<file path="src/rtl/fifo_wr_packer.sv">
// Write-domain byte packer: takes 1- or 2-byte result words over valid/ready and
// feeds them one byte at a time into the async FIFO write port, retrying while full.
module fifo_wr_packer #(
    parameter int DATA_WIDTH = 8,
    parameter int CNT_WIDTH  = 8
) (
    input  logic                    W_CLK,
    input  logic                    W_RST,
    input  logic                    IN_VALID,
    input  logic [2*DATA_WIDTH-1:0] IN_DATA,
    input  logic                    IN_TWO_BYTES,
    output logic                    IN_READY,
    input  logic                    WR_FULL,
    output logic                    WR_INC,
    output logic [DATA_WIDTH-1:0]   WR_DATA,
    output logic                    BUSY,
    output logic [CNT_WIDTH-1:0]    BYTE_CNT
);

    typedef enum logic [1:0] {
        IDLE    = 2'd0,
        SEND_LO = 2'd1,
        SEND_HI = 2'd2
    } state_t;

    state_t                  state;
    state_t                  state_nxt;
    logic                    two_bytes;
    logic                    two_bytes_nxt;
    logic                    wr_inc_nxt;
    logic [DATA_WIDTH-1:0]   wr_data_nxt;
    logic [DATA_WIDTH-1:0]   hi_byte;
    logic                    load_word;
    logic                    accept;

    // Same acceptance rule the FIFO write-pointer stage applies
    assign accept   = WR_INC && !WR_FULL;
    assign IN_READY = (state == IDLE);
    assign BUSY     = (state != IDLE);

    always_comb begin
        state_nxt     = state;
        two_bytes_nxt = two_bytes;
        wr_inc_nxt    = WR_INC;
        wr_data_nxt   = WR_DATA;
        load_word     = 1'b0;
        case (state)
            IDLE: begin
                wr_inc_nxt = 1'b0;
                if (IN_VALID) begin
                    load_word     = 1'b1;
                    two_bytes_nxt = IN_TWO_BYTES;
                    wr_data_nxt   = IN_DATA[DATA_WIDTH-1:0];
                    wr_inc_nxt    = 1'b1;
                    state_nxt     = SEND_LO;
                end
            end
            SEND_LO: begin
                if (accept) begin
                    if (two_bytes) begin
                        // Keep the strobe high so the high byte follows with no gap
                        wr_data_nxt = hi_byte;
                        state_nxt   = SEND_HI;
                    end else begin
                        wr_inc_nxt = 1'b0;
                        state_nxt  = IDLE;
                    end
                end
            end
            SEND_HI: begin
                if (accept) begin
                    wr_inc_nxt = 1'b0;
                    state_nxt  = IDLE;
                end
            end
            default: begin
                wr_inc_nxt = 1'b0;
                state_nxt  = IDLE;
            end
        endcase
    end

    always_ff @(posedge W_CLK or negedge W_RST) begin
        if (!W_RST) begin
            state     <= IDLE;
            two_bytes <= 1'b0;
            WR_INC    <= 1'b0;
            WR_DATA   <= '0;
            BYTE_CNT  <= '0;
        end else begin
            state     <= state_nxt;
            two_bytes <= two_bytes_nxt;
            WR_INC    <= wr_inc_nxt;
            WR_DATA   <= wr_data_nxt;
            if (accept) begin
                BYTE_CNT <= BYTE_CNT + {{(CNT_WIDTH-1){1'b0}}, 1'b1};
            end
        end
    end

    // High byte is pure data; it is only consumed after being loaded
    always_ff @(posedge W_CLK) begin
        if (load_word) begin
            hi_byte <= IN_DATA[2*DATA_WIDTH-1:DATA_WIDTH];
        end
    end

endmodule

</file>
<file path="config.mk">
export PLATFORM = sky130hd
export DESIGN_NAME = fifo_wr_packer
export DESIGN_NICKNAME = d
export VERILOG_FILES = /design/src/rtl/fifo_wr_packer.sv
export SDC_FILE = /design/constraint.sdc
export NUM_CORES = 1
export LEC_CHECK = 0
export CORE_ASPECT_RATIO = 1.5
export CORE_MARGIN = 10
export CORE_UTILIZATION = 45
export CTS_BUF_LIST = sky130_fd_sc_hd__clkbuf_2
export CTS_CLUSTER_DIAMETER = 120
export CTS_CLUSTER_SIZE = 28
export DETAILED_ROUTE_END_ITERATION = 12
export HOLD_SLACK_MARGIN = 0.05
export PLACE_DENSITY = 0.83
export SLEW_MARGIN = 20
export SYNTH_ARGS = -nofsm -noshare
export SYNTH_HDL_FRONTEND = slang
export SYNTH_SLANG_ARGS = --single-unit
</file>
<file path="constraint.sdc">
create_clock -name W_CLK -period 1.55 [get_ports W_CLK]
set_input_delay 0.31 -clock W_CLK [delete_from_list [all_inputs] [get_ports W_CLK]]
set_output_delay 0.31 -clock W_CLK [all_outputs]
set_load 0.1 [all_outputs]
</file>
==> out/qor.yml <==
global_routing:
  grt_pass1_wl_um: 5240
  overflow: 0
  track_usage_pct: 12.2
  first_global_vias: 1048
  antenna_found_initial: 0
  grt_max_degree: 21
clocking:
  cts_root_buffer: "clkbuf_2"
  clock_latency_ns: 0.38
  numCtsBuffers: 3
  cts_tree: "done"
  cts_buffer_depth: 2
  cts.clk_slew.worst_paths_ns: 0.26
  clock_sinks: 28
  htree_levels: 1
sta:
  fmax_mhz: 591
  layout_min_cycle_time_ns: 1.69
  maxSlewViolCount: 0
  finalSetupTns_ns: -0.263
  fin_ws_ns: -0.142
  fin_crit_sh_pct: 109
  max_slew_margin_pct: 80.9
  rsz0062_at_grt: "true"
  skew_ns: 0.000906
  hold_violations: 0
  setup_viol: 2
  worst_pin_slew_ns: 0.285
  holdWs_ns: 0.222
synthesis:
  synth_edf_count: 8
  synth_top_cell_by_area: "dfrtp_1"
  syn_inst: 83
  ys_seq_area_share_pct: 58.4
  dominantRegCellSynth: "dfrtp_1"
  synth.distinct_cells: 28
  synth.most_common_cell: "dfrtp_1"
  yosys_warnings: 0
  synth.avg_cell_area_sq_um: 15.3
  synth_commonest_cells: "20 x dfrtp_1, 16 x mux2_4, 8 x edfxtp_1"
  synthesis.nets: 105
  synth_top_area_share_pct: 39.4
  netlist_area_sq_um: 1270
  synth.area.top_cells: "dfrtp_1 39%, edfxtp_1 19%, mux2_4 19%"
  synth-async-reset-ratio_pct: 71.4
  synth_seq_cells: 28
routing:
  wl_per_cell_um: 17.5
  final_antenna_net_count: 0
  drc_errors: 0
  via_count: 858
  drt_iter0_drc: 13
  routed_via_density: 4.77
  wl_um: 3140
  dr.pass1.iters: 4
place:
  gp_congestion: 0.746
  hpwl_um: 2480
  numPortBuffers: 39
  place_inst: 170
die:
  rows: 23
  die_x_um: 63.4
  initial_core_util_pct: 47.4
  die_area_sq_um: 5390
  core_area_sq_um: 2680
  io-pin-count: 40
  die_h_um: 85.0
critical_path:
  path_class: "reg2out"
  cp-end-kind: "output pin"
  path_delay_family: "flip-flops"
  cp_cell_sequence: "buf_6 > nor2_4 > inv_2 > buf_12"
  crit_buf_inv: 3
  cp_data_required_time_ns: 1.24
  cp_data_arrival_time_ns: 1.38
  crit_slowest_cell: "dfrtp_2"
  cp-start-kind: "flop"
  cpPeakStageDelay_ns: 0.48
  cp_max_fo: 3
flow_run:
  cap_viol_max_count: 0
final_layout:
  seqCellArea_sq_um: 756
  drive_gt1_share_pct: 54.5
  fin_nets: 166
  nFillCells: 154
  multiInputGateArea_sq_um: 527
  area_delta_synth_final_pct: 69.1
  instances_no_fill: 180
  diodes: 0
  postLayoutCoreUtil_pct: 80.2
outcome:
  violations: "setup timing"
  status: "complete, but fails checks"
hold_path:
  hold_class: "in2async"
==> repair_timing <==
item                                    4_1_cts  5_1_grt
endpoints found under the setup margin        2        5
pin swaps                                     1        0
gates resized for setup                       4        0
hold buffers                                  0        0
buffers inserted                              3        3
==> layer usage <==
layer | wire length (um) | track usage, % | vias up
li1 | - | - | 415
met1 | 1110 | 11.3 | 407
met2 | 1740 | 22.9 | 33
met3 | 261 | 5.26 | 3
met4 | 27 | 4.19 | 0
met5 | 0 | 0 | -
==> state kept, by name (all words and copies together) (netlist names) <==
signal / flops
WR_INC: 1
hi_byte: 8
two_bytes: 1
BYTE_CNT: 8
state: 2
WR_DATA: 8
==> final timing paths <==
path / from / endpoint / slack (ns) / cells past startpoint
worst max-delay path: state[1] / BUSY / -0.14 / 4
worst min-delay path: W_RST / WR_DATA[3] / 0.22 / 2
worst max register to register: state[1] / WR_DATA[4] / 0.01 / 5
worst min register to register: BYTE_CNT[6] / BYTE_CNT[6] / 0.54 / 1
max in group asynchronous: W_RST / WR_INC / 1.10 / 2
min in group W_CLK: IN_DATA[9] / hi_byte[1] / 0.45 / 1
==> area by class of cell <==
type / instances / area share [%]
Clock buffer: 3 / 0.700
Clock inverter: 1 / 1.40
Inverter: 1 / 0.175
Multi-Input combinational cell: 52 / 24.5
Sequential cell: 28 / 35.2
Tap cell: 37 / 2.16
Timing Repair Buffer: 58 / 35.8
==> cells in the final DEF, fill, tap and decap left out, drive strengths merged <==
master	count
o211ai	1
ha	1
inv	1
xnor2	4
buf	38
nor2	3
nand4	2
clkbuf	3
o21ai	2
nand3	1
a21oi	1
nand3b	1
mux2	18
or2b	1
and2	1
nand2	4
dfrtp	20
xor2	3
nand4b	1
nor3	1
a21o	1
bufinv	1
clkdlybuf4s50	20
and3	2
nand2b	1
edfxtp	8
nor2b	2
a211oi	1
==> logic make-up after synthesis <==
logic type	synth area share, %
flip-flops	58.4
multiplexers	20.7
AO/OA/AOI/OAI	3.85
XOR/XNOR	4.83
AND/OR/NAND/NOR	9.66
buffers and inverters	1.58
adder cells (fa/ha/maj)	0.986
==> through the flow <==
step                      setup WS, ns  instance area, sq um
final                           -0.142                  2150
after global routing            -0.202                  2150
after CTS                       -0.152                  2120
after detailed placement        -0.170                  2040
after global placement          -0.157                  2040
after floorplan                 -0.311                  1300
Power is not shown: default switching activity piles up to over one toggle a cycle in this logic, so the estimate is an artifact.
